File: src/rtl/sync_debounce_ctrl.sv
// Synchronizes an asynchronous input, debounces it on enabled sample ticks,
// and publishes a clean level plus one-cycle rise/fall pulses.
module sync_debounce_ctrl #(
  parameter int unsigned N_STAGES   = 2,
  parameter int unsigned DEB_CYCLES = 4,
  parameter int unsigned CNT_W      = 8
) (
  input  logic clk,
  input  logic reset,
  input  logic d,
  input  logic en,
  output logic q,
  output logic rise,
  output logic fall,
  output logic busy
);

  typedef enum logic [1:0] {
    STABLE0 = 2'd0,
    CHK1    = 2'd1,
    STABLE1 = 2'd2,
    CHK0    = 2'd3
  } state_e;

  localparam logic [CNT_W-1:0] CntLast = CNT_W'(DEB_CYCLES - 1);
  localparam logic [CNT_W-1:0] CntOne  = CNT_W'(1);

  logic [N_STAGES-1:0] sync_q;
  logic                s;
  state_e              state_q, state_d;
  logic [CNT_W-1:0]    cnt_q, cnt_d;
  logic                q_q, q_d;
  logic                rise_q, rise_d;
  logic                fall_q, fall_d;

  assign s = sync_q[N_STAGES-1];

  // State register, including the free-running synchronizer chain.
  always_ff @(posedge clk or posedge reset) begin
    if (reset) begin
      sync_q  <= '0;
      state_q <= STABLE0;
      cnt_q   <= '0;
      q_q     <= 1'b0;
      rise_q  <= 1'b0;
      fall_q  <= 1'b0;
    end else begin
      sync_q  <= {sync_q[N_STAGES-2:0], d};
      state_q <= state_d;
      cnt_q   <= cnt_d;
      q_q     <= q_d;
      rise_q  <= rise_d;
      fall_q  <= fall_d;
    end
  end

  // Next-state logic: only enabled samples advance qualification.
  always_comb begin
    state_d = state_q;
    cnt_d   = cnt_q;
    q_d     = q_q;
    rise_d  = 1'b0;
    fall_d  = 1'b0;
    if (en) begin
      case (state_q)
        STABLE0: begin
          if (s) begin
            state_d = CHK1;
            cnt_d   = CntOne;
          end
        end
        CHK1: begin
          if (!s) begin
            state_d = STABLE0;
            cnt_d   = '0;
          end else if (cnt_q == CntLast) begin
            state_d = STABLE1;
            cnt_d   = '0;
            q_d     = 1'b1;
            rise_d  = 1'b1;
          end else begin
            cnt_d = cnt_q + CntOne;
          end
        end
        STABLE1: begin
          if (!s) begin
            state_d = CHK0;
            cnt_d   = CntOne;
          end
        end
        CHK0: begin
          if (s) begin
            state_d = STABLE1;
            cnt_d   = '0;
          end else if (cnt_q == CntLast) begin
            state_d = STABLE0;
            cnt_d   = '0;
            q_d     = 1'b0;
            fall_d  = 1'b1;
          end else begin
            cnt_d = cnt_q + CntOne;
          end
        end
        default: begin
          state_d = STABLE0;
          cnt_d   = '0;
        end
      endcase
    end
  end

  // Output decode from registered state.
  always_comb begin
    q    = q_q;
    rise = rise_q;
    fall = fall_q;
    busy = (state_q == CHK1) || (state_q == CHK0);
  end

endmodule

File: config.mk
export PLATFORM = sky130hd
export DESIGN_NAME = sync_debounce_ctrl
export DESIGN_NICKNAME = d
export VERILOG_FILES = /design/src/rtl/sync_debounce_ctrl.sv
export SDC_FILE = /design/constraint.sdc
export NUM_CORES = 1
export LEC_CHECK = 0
export CAP_MARGIN = 20
export CORE_UTILIZATION = 53
export DETAILED_ROUTE_END_ITERATION = 10
export PLACE_DENSITY = 0.78
export SETUP_SLACK_MARGIN = 0.5
export SLEW_MARGIN = 20
export SYNTH_ARGS = -nofsm -noshare
export SYNTH_HDL_FRONTEND = slang
export SYNTH_SLANG_ARGS = --single-unit
File: constraint.sdc
create_clock -name clk -period 2.1 [get_ports clk]
set_input_delay 0.42 -clock clk [delete_from_list [all_inputs] [get_ports clk]]
set_output_delay 0.42 -clock clk [all_outputs]
set_load 0.02 [all_outputs]
==> run metrics, run 1 <==
Mapped Area 754 µm²; Die Ht 39.7 µm; initial drt markers 9; Slew HR 59.6%; Cell variety after synth 32; Port-buffer cells 7; wirelength, routed 1430 µm; # rows 13; max-cap viol count 0; Pint 0.642 mW; Synthesized Nets 78; layout cells sized above 1 26.1%; first-pass GRT wire length 2190 µm; CP Cell Sequence ha_4 > nor4b_4 > a211oi_2 > buf_4 > a21o_2 > a22o_2; RePlAce Congestion roughly 0.83; CORE AREA roughly 1300 µm²; RSZ-0062 raised after global routing yes; Starting Density 57.3%; # setup viols final 0; critical path fanouts, max 4; crit end category flip-flop; nets 94; CTS Sinks 15; combinational share of power between 40% and 50%; Slew @ Worst Pin 602 ps; crit-path leading delay family compound AO/OA/AOI/OAI gates; Critical Path Source cnt_q[1]; Vias/cell 5.94; Hold Fails Final Rpt 0; Req. time, crit path between 2000 and 2500 ps; HPWL after DPL 912 µm; Total Routing Usage GR 21.9%; Vias ~600; Worst Hold Class flip-flop to flip-flop; IO Count 8; max-slew violation count 0; CP Class flip-flop to flip-flop; vias in the first global route ~500; setup TNS 0 ps; Clock Root Buffer clkbuf_4; Fmax approximately 630 MHz; post-synthesis area per instance 10.3 µm²; CP max stage cell dfrtp_1; Crit path largest cell delay 420 ps; Area growth syn-to-layout 25.2%; Max clock buf depth 2; worst skew pair latency ~290 ps; Hold Buf Count CTS 0; Final Skew 9.63 ps; pin count of the biggest net entering global routing 16; Critical R2R Launch cnt_q[1]; Inserted Clock Buffers 3; Flop pwr share between 30 and 40%; WP buf/inv 1; CP Depth 6; number of standard cells in the final layout excluding fillers 103; post-synthesis sequential area ratio 49.8%; Tmin final 1590 ps; maximum vdd drop 0.786 mV; sw frac 37.7%; Sw Pwr about 0.39 mW; CP Data Arrival Time 1760 ps; ANT cells 0; Clock Power Share roughly 16%; Post-Syn Instances 73; fillers 95; CTS clk-pin slew, worst paths 90 ps; Die W 39.7 µm; final hold slack 355 ps; ys flop type dfrtp_1; number of synthesized flops with an enable pin 0; CP Launch Type flip-flop; DRC Markers 0; CTS tree yes; worst setup path endpoint cnt_q[7]; register bit total from synthesis 15; status completed; initial antenna violation count 0; Leak Pwr 0.425 nW; drt first pass iters 4; r2r setup slk about 510 ps; overflow left after global routing 0; WL per Instance 13.9 µm; H-Tree Level Count 1; asr flop ratio synth 100%; die area 1580 µm²; pwr dens 1090 nW/µm²; Placement Cell Area 842 µm²; placed cells 94; fin crit share 75.6%; R2R Path End cnt_q[7]; hold path cells 0; warnings from Yosys 0; Worst R2R Path Depth 6; Final Instance Area 945 µm²; final antenna-violating net count 0
state kept, by name (all words and copies together) (netlist names), named ones only:
name and cells:
rise 1, sync_q 2, q 1, state_q 1, fall 1, cnt_q 8
power groups by stage:
stage | Sequential, mW | Clock, mW | Combinational (mW)
floorplan | 0.389 | 0 | 0.281
global placement | 0.400 | 0 | 0.339
detailed placement | 0.402 | 0 | 0.340
CTS | 0.397 | 0.167 | 0.414
global route | 0.411 | 0.180 | 0.502
finish | 0.405 | 0.167 | 0.459
Yosys cell counts (2+ instances only):
cell     count  area [µm²]
inv_1        4        15.0
nor3_1       3        15.0
a21o_2       3        26.3
nor2_1       6        22.5
nand2_1      4        15.0
nor4b_1      2        17.5
dfrtp_1     15         375
nand3_1      5        25.0
a22o_1       3        26.3
o21ai_0      3        15.0
a21oi_1      4        20.0
cell type report:
| class | count | area (µm²) | area share [%] |
|---|---|---|---|
| Tap cell | 15 | 18.8 | 1.99 |
| Multi-Input combinational cell | 52 | 395 | 41.9 |
| Clock buffer | 4 | 26.3 | 2.78 |
| Sequential cell | 15 | 375 | 39.7 |
| Inverter | 4 | 15.0 | 1.59 |
| Timing Repair Buffer | 13 | 114 | 12.1 |
per-stage QoR:
stage | power, mW | setup slack [ps] | utilization (%)
final | 1.03 | 513 | 71.7
after global placement | 0.739 | 267 | 63.9
after floorplan | 0.670 | 499 | -
after global routing | 1.09 | 453 | 71.7
after CTS | 0.978 | 507 | 69.6
after detailed placement | 0.742 | 186 | 63.9
timing repair:
item / CTS / global route
gates cloned: 1 / 0
setup endpoints to repair: 11 / 7
pin swaps: 2 / 4
resized for setup: 10 / 6
buffers inserted: 3 / 1
layer usage:
metal	routed length, µm	GRT usage, %
met2	635	32.0
met3	63	6.82
met5	0	0
met4	20	10.3
met1	714	28.8
cells in the final DEF (no fill, tap or decap), drive strengths merged, types with 4 or more instances in the layout:
cell type    netlist  layout
a22o               4       4
inv                4       4
nand3              5       5
a21oi              4       4
nand2              5       5
dlygate4sd2        0       4
clkbuf             1       4
nor2               6       6
o21ai              4       4
buf                1       6
dfrtp             15      15
cells by family after synthesis:
logic type / synth area share, %
xor+xnor: 2.32
buf+inv: 3.98
simple gates: 17.4
flops: 49.8
mux: 1.49
compound gates: 23.4
fa+ha+maj: 1.66
worst min-delay path by stage:
stage / from / endpoint / slack, ps
global placement: sync_q[0] / sync_q[1] / 330
finish: sync_q[0] / sync_q[1] / 350
CTS: sync_q[0] / sync_q[1] / 360
floorplan: reset / async pin / 320
detailed placement: sync_q[0] / sync_q[1] / 340
global route: sync_q[0] / sync_q[1] / 360
Note: power is estimated with default switching activity, not from simulation.
==> inputs of run 2 (changes only) <==
==> constraint.sdc (replaced) <==
create_clock -name clk -period 1.6 [get_ports clk]
set_input_delay 0.32 -clock clk [delete_from_list [all_inputs] [get_ports clk]]
set_output_delay 0.32 -clock clk [all_outputs]
set_load 0.02 [all_outputs]
==> run 2 against run 1 <==
  * The flow now finishes with violations (setup timing)
  * Sequential cell count did not move
  * Total power rose by 58%
  * Maximum frequency fell by 5.4%
  * Clock skew rose by 2.4 ps
  * Clock power rose by 31%
  * Sequential power rose by 24%
  * Utilization rose by 14 points
  * Cell area rose by 19%
  * Setup slack got worse by 590 ps
  * Sequential share of layout area fell by 6.3 points
==> run metrics, run 2 (synthesis gave the netlist of run 1 again) <==
area of the multi-input gates 425 µm² (+7.6%); status complete, but fails checks; CTS Sinks 15 (unchanged); # rows 13 (unchanged); Hold Fails Final Rpt 0 (unchanged); Placement Cell Area 983 µm² (+17%); max reg flops 8 (unchanged); pin count of the biggest net entering global routing 16 (unchanged); Total Routing Usage GR 29.7% (+7.8 points); commonest cells after routing, fill and taps aside 20 x buf_4, 14 x dfrtp_1, 7 x buf_6; Max clock buf depth 2 (unchanged); max-cap viol count 0 (unchanged); Die Ht 39.7 µm (unchanged); CTS clk-pin slew, worst paths 100 ps (about the same); CP Data Arrival Time 1840 ps (+80 ps); crit end category flip-flop; Top Registers cnt_q (8), sync_q (2); overflow left after global routing 0 (unchanged); RePlAce Congestion 0.773 (-7.4%); Final Instance Area 1130 µm² (+19%); worst setup margin -77.5 ps (-590 ps); layout cells sized above 1 47.2% (+21 points); commonest non-fill, non-tap cell in the layout buf_4; CORE AREA 1320 µm² (unchanged); setup TNS -297 ps (-297 ps); Leak Pwr 0.515 nW (+21%); drt first pass iters 4 (unchanged); initial antenna violation count 0 (unchanged); Final Skew 12.0 ps (+2.36 ps); ANT cells 0 (unchanged); CP Class flip-flop to flip-flop; Starting Density 57.3% (unchanged); first-pass GRT wire length 2970 µm (+36%); vias in the first global route 637 (+27%); initial drt markers 43 (+34); Worst Hold Class flip-flop to flip-flop; Tmin final 1680 ps (+90.5 ps); IO Count 8 (unchanged); # setup viols final 7 (+7); Fmax 596 MHz (-5.4%); Area growth syn-to-layout 49.3%; final hold slack 355 ps (-0.299 ps); violated checks setup timing; CP Launch Type flip-flop; Inserted Clock Buffers 3 (unchanged); Slew @ Worst Pin 578 ps (-23.8 ps); Slew HR 61.4% (+1.8 points); maximum vdd drop 1.26 mV (+60%); wirelength, routed 2030 µm (+41%); Clock Root Buffer clkbuf_4; die area 1580 µm² (unchanged); WL per Instance 16.7 µm (+20%); HPWL after DPL 1170 µm (+28%); Vias 719 (+17%); fillers 61 (-36%); critical path fanouts, max 3 (-1); Vias/cell 5.94 (about the same); FF/Latch Area 377 µm² (+0.33%); Req. time, crit path 1760 ps (-510 ps); final antenna-violating net count 0 (unchanged); fin crit share 105% (+29 points); DRC Markers 0 (unchanged); RSZ-0062 raised after global routing yes; Port-buffer cells 7 (unchanged); nets 112 (+19%); H-Tree Level Count 1 (unchanged); CTS tree yes; Die W 39.7 µm (unchanged); worst skew pair latency 280 ps (about the same); max-slew violation count 0 (unchanged); pwr dens 1450 nW/µm² (+33%); largest reg by FF count cnt_q; Hold Buf Count CTS 0 (unchanged)
==> run 2: cell count changes in the layout (fill, tap and decap cells not counted), moves of 2 or more <==
cell           delta
a21oi_1           -2
buf_6             +6
dlygate4sd2_1     -4
a21oi_2           +2
buf_4            +15
==> run 2: path summary, 6_finish.rpt <==
check                          start    endpoint  slack [ps]  cells past startpoint
min reg2reg                sync_q[0]   sync_q[1]         350                      0
max in group asynchronous      reset  state_q[0]         790                      2
min in group asynchronous      reset    cnt_q[1]         390                      2
max                         cnt_q[0]   flip-flop         -80                      5
max reg2reg                 cnt_q[0]   flip-flop         -80                      5
min                        sync_q[0]   sync_q[1]         350                      0
==> run 2: final cells by class <==
cell class,instances,share of cell area (%)
well taps,15,1.67
clock buffers,4,2.33
inverters,4,1.33
multi-input cells,52,37.8
flip-flops and latches,15,33.4
repair buffers,31,23.4
==> run 2: worst max-delay path, stage by stage (launching register included) <==
cell	delay, ps
dfrtp_1	390
ha_2	200
nor4b_4	250
a211oi_2	150
nor2_1	250
mux2_4	320
==> run 2: power breakdown <==
| group | leakage (nW) | switching [mW] | internal (mW) |
|---|---|---|---|
| Combinational | 0.303 | 0.444 | 0.465 |
| Clock | 0.0150 | 0.121 | 0.0966 |
| Sequential | 0.197 | 0.0583 | 0.443 |
| Total | 0.515 | 0.624 | 1.00 |
==> run 2: layer usage <==
layer	vias up	share of wire (%)	track usage, %
li1	337	-	-
met1	339	43	39.6
met2	37	51	48.8
met3	6	5.2	3.41
met4	0	0.99	10.3
met5	-	0	0
==> run 2: repair_timing <==
| action | CTS | global route |
|---|---|---|
| buffers inserted | 4 | 2 |
| pin swaps | 5 | 1 |
| cloned | 1 | 0 |
| resized for setup | 29 | 9 |
| endpoints found under the setup margin | 17 | 17 |
==> run 2: through the flow <==
stage | power (mW) | setup slack [ps] | util (%) | std cells
after floorplan | 0.902 | 82.2 | - | 73
final | 1.63 | -77.5 | 85.5 | 121
after global routing | 1.72 | -130 | 85.5 | 121
after global placement | 1.13 | 22.0 | 74.6 | 110
after detailed placement | 1.15 | -34.7 | 74.6 | 110
after CTS | 1.50 | -17.5 | 83.0 | 119
==> inputs of run 3 (changes only) <==
==> constraint.sdc (replaced) <==
create_clock -name clk -period 1.6 [get_ports clk]
set_input_delay 0.32 -clock clk [delete_from_list [all_inputs] [get_ports clk]]
set_output_delay 0.32 -clock clk [all_outputs]
set_load 0.01 [all_outputs]
==> run 3 against run 2 <==
  * The flow still finishes with violations (setup timing)
  * Sequential share of layout area shrank 0.33 points
  * Total power increased by 4.7%
  * Utilization up 0.85 points
  * Non-clock buffer count decreased by 1
  * Cell count fell by 0.83%
  * Count of clock-buffer cells in the layout did not move
  * Critical path type unchanged
  * Largest cell class unchanged
  * Largest power group unchanged
==> run metrics, run 3 (synthesis gave the netlist of run 1 again) <==
worst skew pair latency 290 ps (about the same); Req. time, crit path 1770 ps (about the same); Vias 730 (+1.5%); violated checks setup timing; WL per Instance 20.1 µm (+20%); commonest cells after routing, fill and taps aside 19 x buf_4, 14 x dfrtp_1, 5 x nand3_1, 5 x nor2_1, 5 x buf_6; Total Routing Usage GR 34.2% (+4.6 points); R2R Path End cnt_q[4]; initial antenna violation count 0 (unchanged); CP Cell Sequence ha_2 > nor4b_4 > a211oi_4 > buf_4 > a21o_2 > a22o_1; Slew @ Worst Pin 584 ps (+5.87 ps); Area growth syn-to-layout 50.7%; Top Registers cnt_q (8), sync_q (2); Tmin final 1690 ps (+15.9 ps); max-slew violation count 0 (unchanged); wirelength, routed 2410 µm (+19%); nets 111 (-0.89%); fin crit share 106% (+1.0 points); maximum vdd drop 1.21 mV (-3.6%); Vias/cell 6.08 (+2.4%); RSZ-0062 raised after global routing yes; CORE AREA 1320 µm² (unchanged); r2r setup slk -90 ps (-20 ps); hold path cells 0 (unchanged); Critical R2R Launch cnt_q[0]; Flop pwr share 28.6% (-2.1 points); setup TNS -458 ps (-161 ps); RePlAce Congestion 0.773 (unchanged); max-cap viol count 0 (unchanged); CTS clk-pin slew, worst paths 100 ps (about the same); final hold slack 364 ps (+9.36 ps); Worst Hold Class flip-flop to flip-flop; placed cells 110 (unchanged); Pint 1.01 mW (+0.29%); first-pass GRT wire length 3340 µm (+12%); Inserted Clock Buffers 3 (unchanged); Clock Power Share 13.2% (-0.2 points); Final Instance Area 1140 µm² (+1.0%); sw frac 40.9% (+2.6 points); Starting Density 57.3% (unchanged); CP Launch Type flip-flop; max reg flops 8 (unchanged); Placement Cell Area 983 µm² (unchanged); commonest non-fill, non-tap cell in the layout buf_4; Hold Fails Final Rpt 0 (unchanged); largest reg by FF count cnt_q; DRC Markers 0 (unchanged); CP Data Arrival Time 1870 ps (+30 ps); Die Ht 39.7 µm (unchanged); worst setup margin -93.4 ps (-15.9 ps); WP buf/inv 1 (+1); Final Skew 5.73 ps (-6.26 ps); Place WS -34.7 ps (unchanged); Worst R2R Path Depth 6 (+1); final antenna-violating net count 0 (unchanged); initial drt markers 30 (-30%); Leak Pwr 0.519 nW (+0.73%); critical path fanouts, max 5 (+2); layout cells sized above 1 48.6% (+1.4 points); CTS Sinks 15 (unchanged); Slew HR 61.0% (-0.39 points); Max clock buf depth 2 (unchanged); H-Tree Level Count 1 (unchanged); pin count of the biggest net entering global routing 16 (unchanged); vias in the first global route 679 (+6.6%); Crit path largest cell delay 390 ps (about the same); Finished Core Util 86.3% (+0.85 points); pwr dens 1500 nW/µm² (+3.7%); CP Class flip-flop to flip-flop; drt first pass iters 4 (unchanged); Hold Startpoint sync_q[0]; Clock Root Buffer clkbuf_4; number of standard cells in the final layout excluding fillers 120 (-0.83%); crit-path leading delay family compound AO/OA/AOI/OAI gates; CTS tree yes; Fmax 591 MHz (-0.94%); ANT cells 0 (unchanged); # setup viols final 8 (+1); status complete, but fails checks; Hold Buf Count CTS 0 (unchanged); Hold EP sync_q[1]; Port-buffer cells 7 (unchanged); die area 1580 µm² (unchanged); HPWL after DPL 1170 µm (unchanged); # rows 13 (unchanged); Power Total 1.71 mW (+4.7%); crit end category flip-flop; Die W 39.7 µm (unchanged); IO Count 8 (unchanged); combinational share of power 58.1% (+2.2 points); overflow left after global routing 0 (unchanged); CP max stage cell dfrtp_1; Sw Pwr 0.698 mW (+12%)
[run 3: what timing repair did]
item                                    CTS  global route
endpoints found under the setup margin   17            17
setup buffers                             5             0
cloned                                    1             0
pin swaps                                 5             3
gates resized for setup                  28             9
[run 3: worst register-to-register path: stages (launching register included)]
cell	delay, ps
dfrtp_1	390
ha_2	210
nor4b_4	300
a211oi_4	130
buf_4	180
a21o_2	190
a22o_1	190
[run 3: power groups by stage]
stage / registers, mW / clock network (mW) / logic (mW)
2_1_floorplan: 0.513 / 0 / 0.377
4_1_cts: 0.485 / 0.222 / 0.819
5_1_grt: 0.493 / 0.242 / 1.04
3_5_place_dp: 0.501 / 0 / 0.634
6_report: 0.489 / 0.226 / 0.991
3_3_place_gp: 0.496 / 0 / 0.623
[run 3: worst max-delay path by stage]
stage                   from  endpoint  slack [ps]  cells after the start
finish              cnt_q[0]  cnt_q[4]         -90                      6
global route        cnt_q[0]  cnt_q[4]        -140                      6
floorplan           cnt_q[1]  cnt_q[7]          80                      6
global placement          en  cnt_q[3]          20                      5
detailed placement        en  cnt_q[4]         -30                      5
CTS                 cnt_q[0]  cnt_q[4]         -20                      6
[run 3: layout make-up]
| type | instances | area, µm² |
|---|---|---|
| clock buffers | 4 | 26.3 |
| fillers | 58 | 180 |
| inverters | 4 | 15.0 |
| multi-input cells | 52 | 457 |
| flip-flops and latches | 15 | 377 |
| well taps | 15 | 18.8 |
| repair buffers | 30 | 244 |
[run 3: layer usage]
metal  share of wire (%)  global-route usage (%)  up-vias
met3                 4.2                    6.25        9
met5                   0                       0        -
met1                  44                    43.6      350
met2                  49                    56.1       37
li1                    -                       -      334
met4                 2.7                    13.8        0
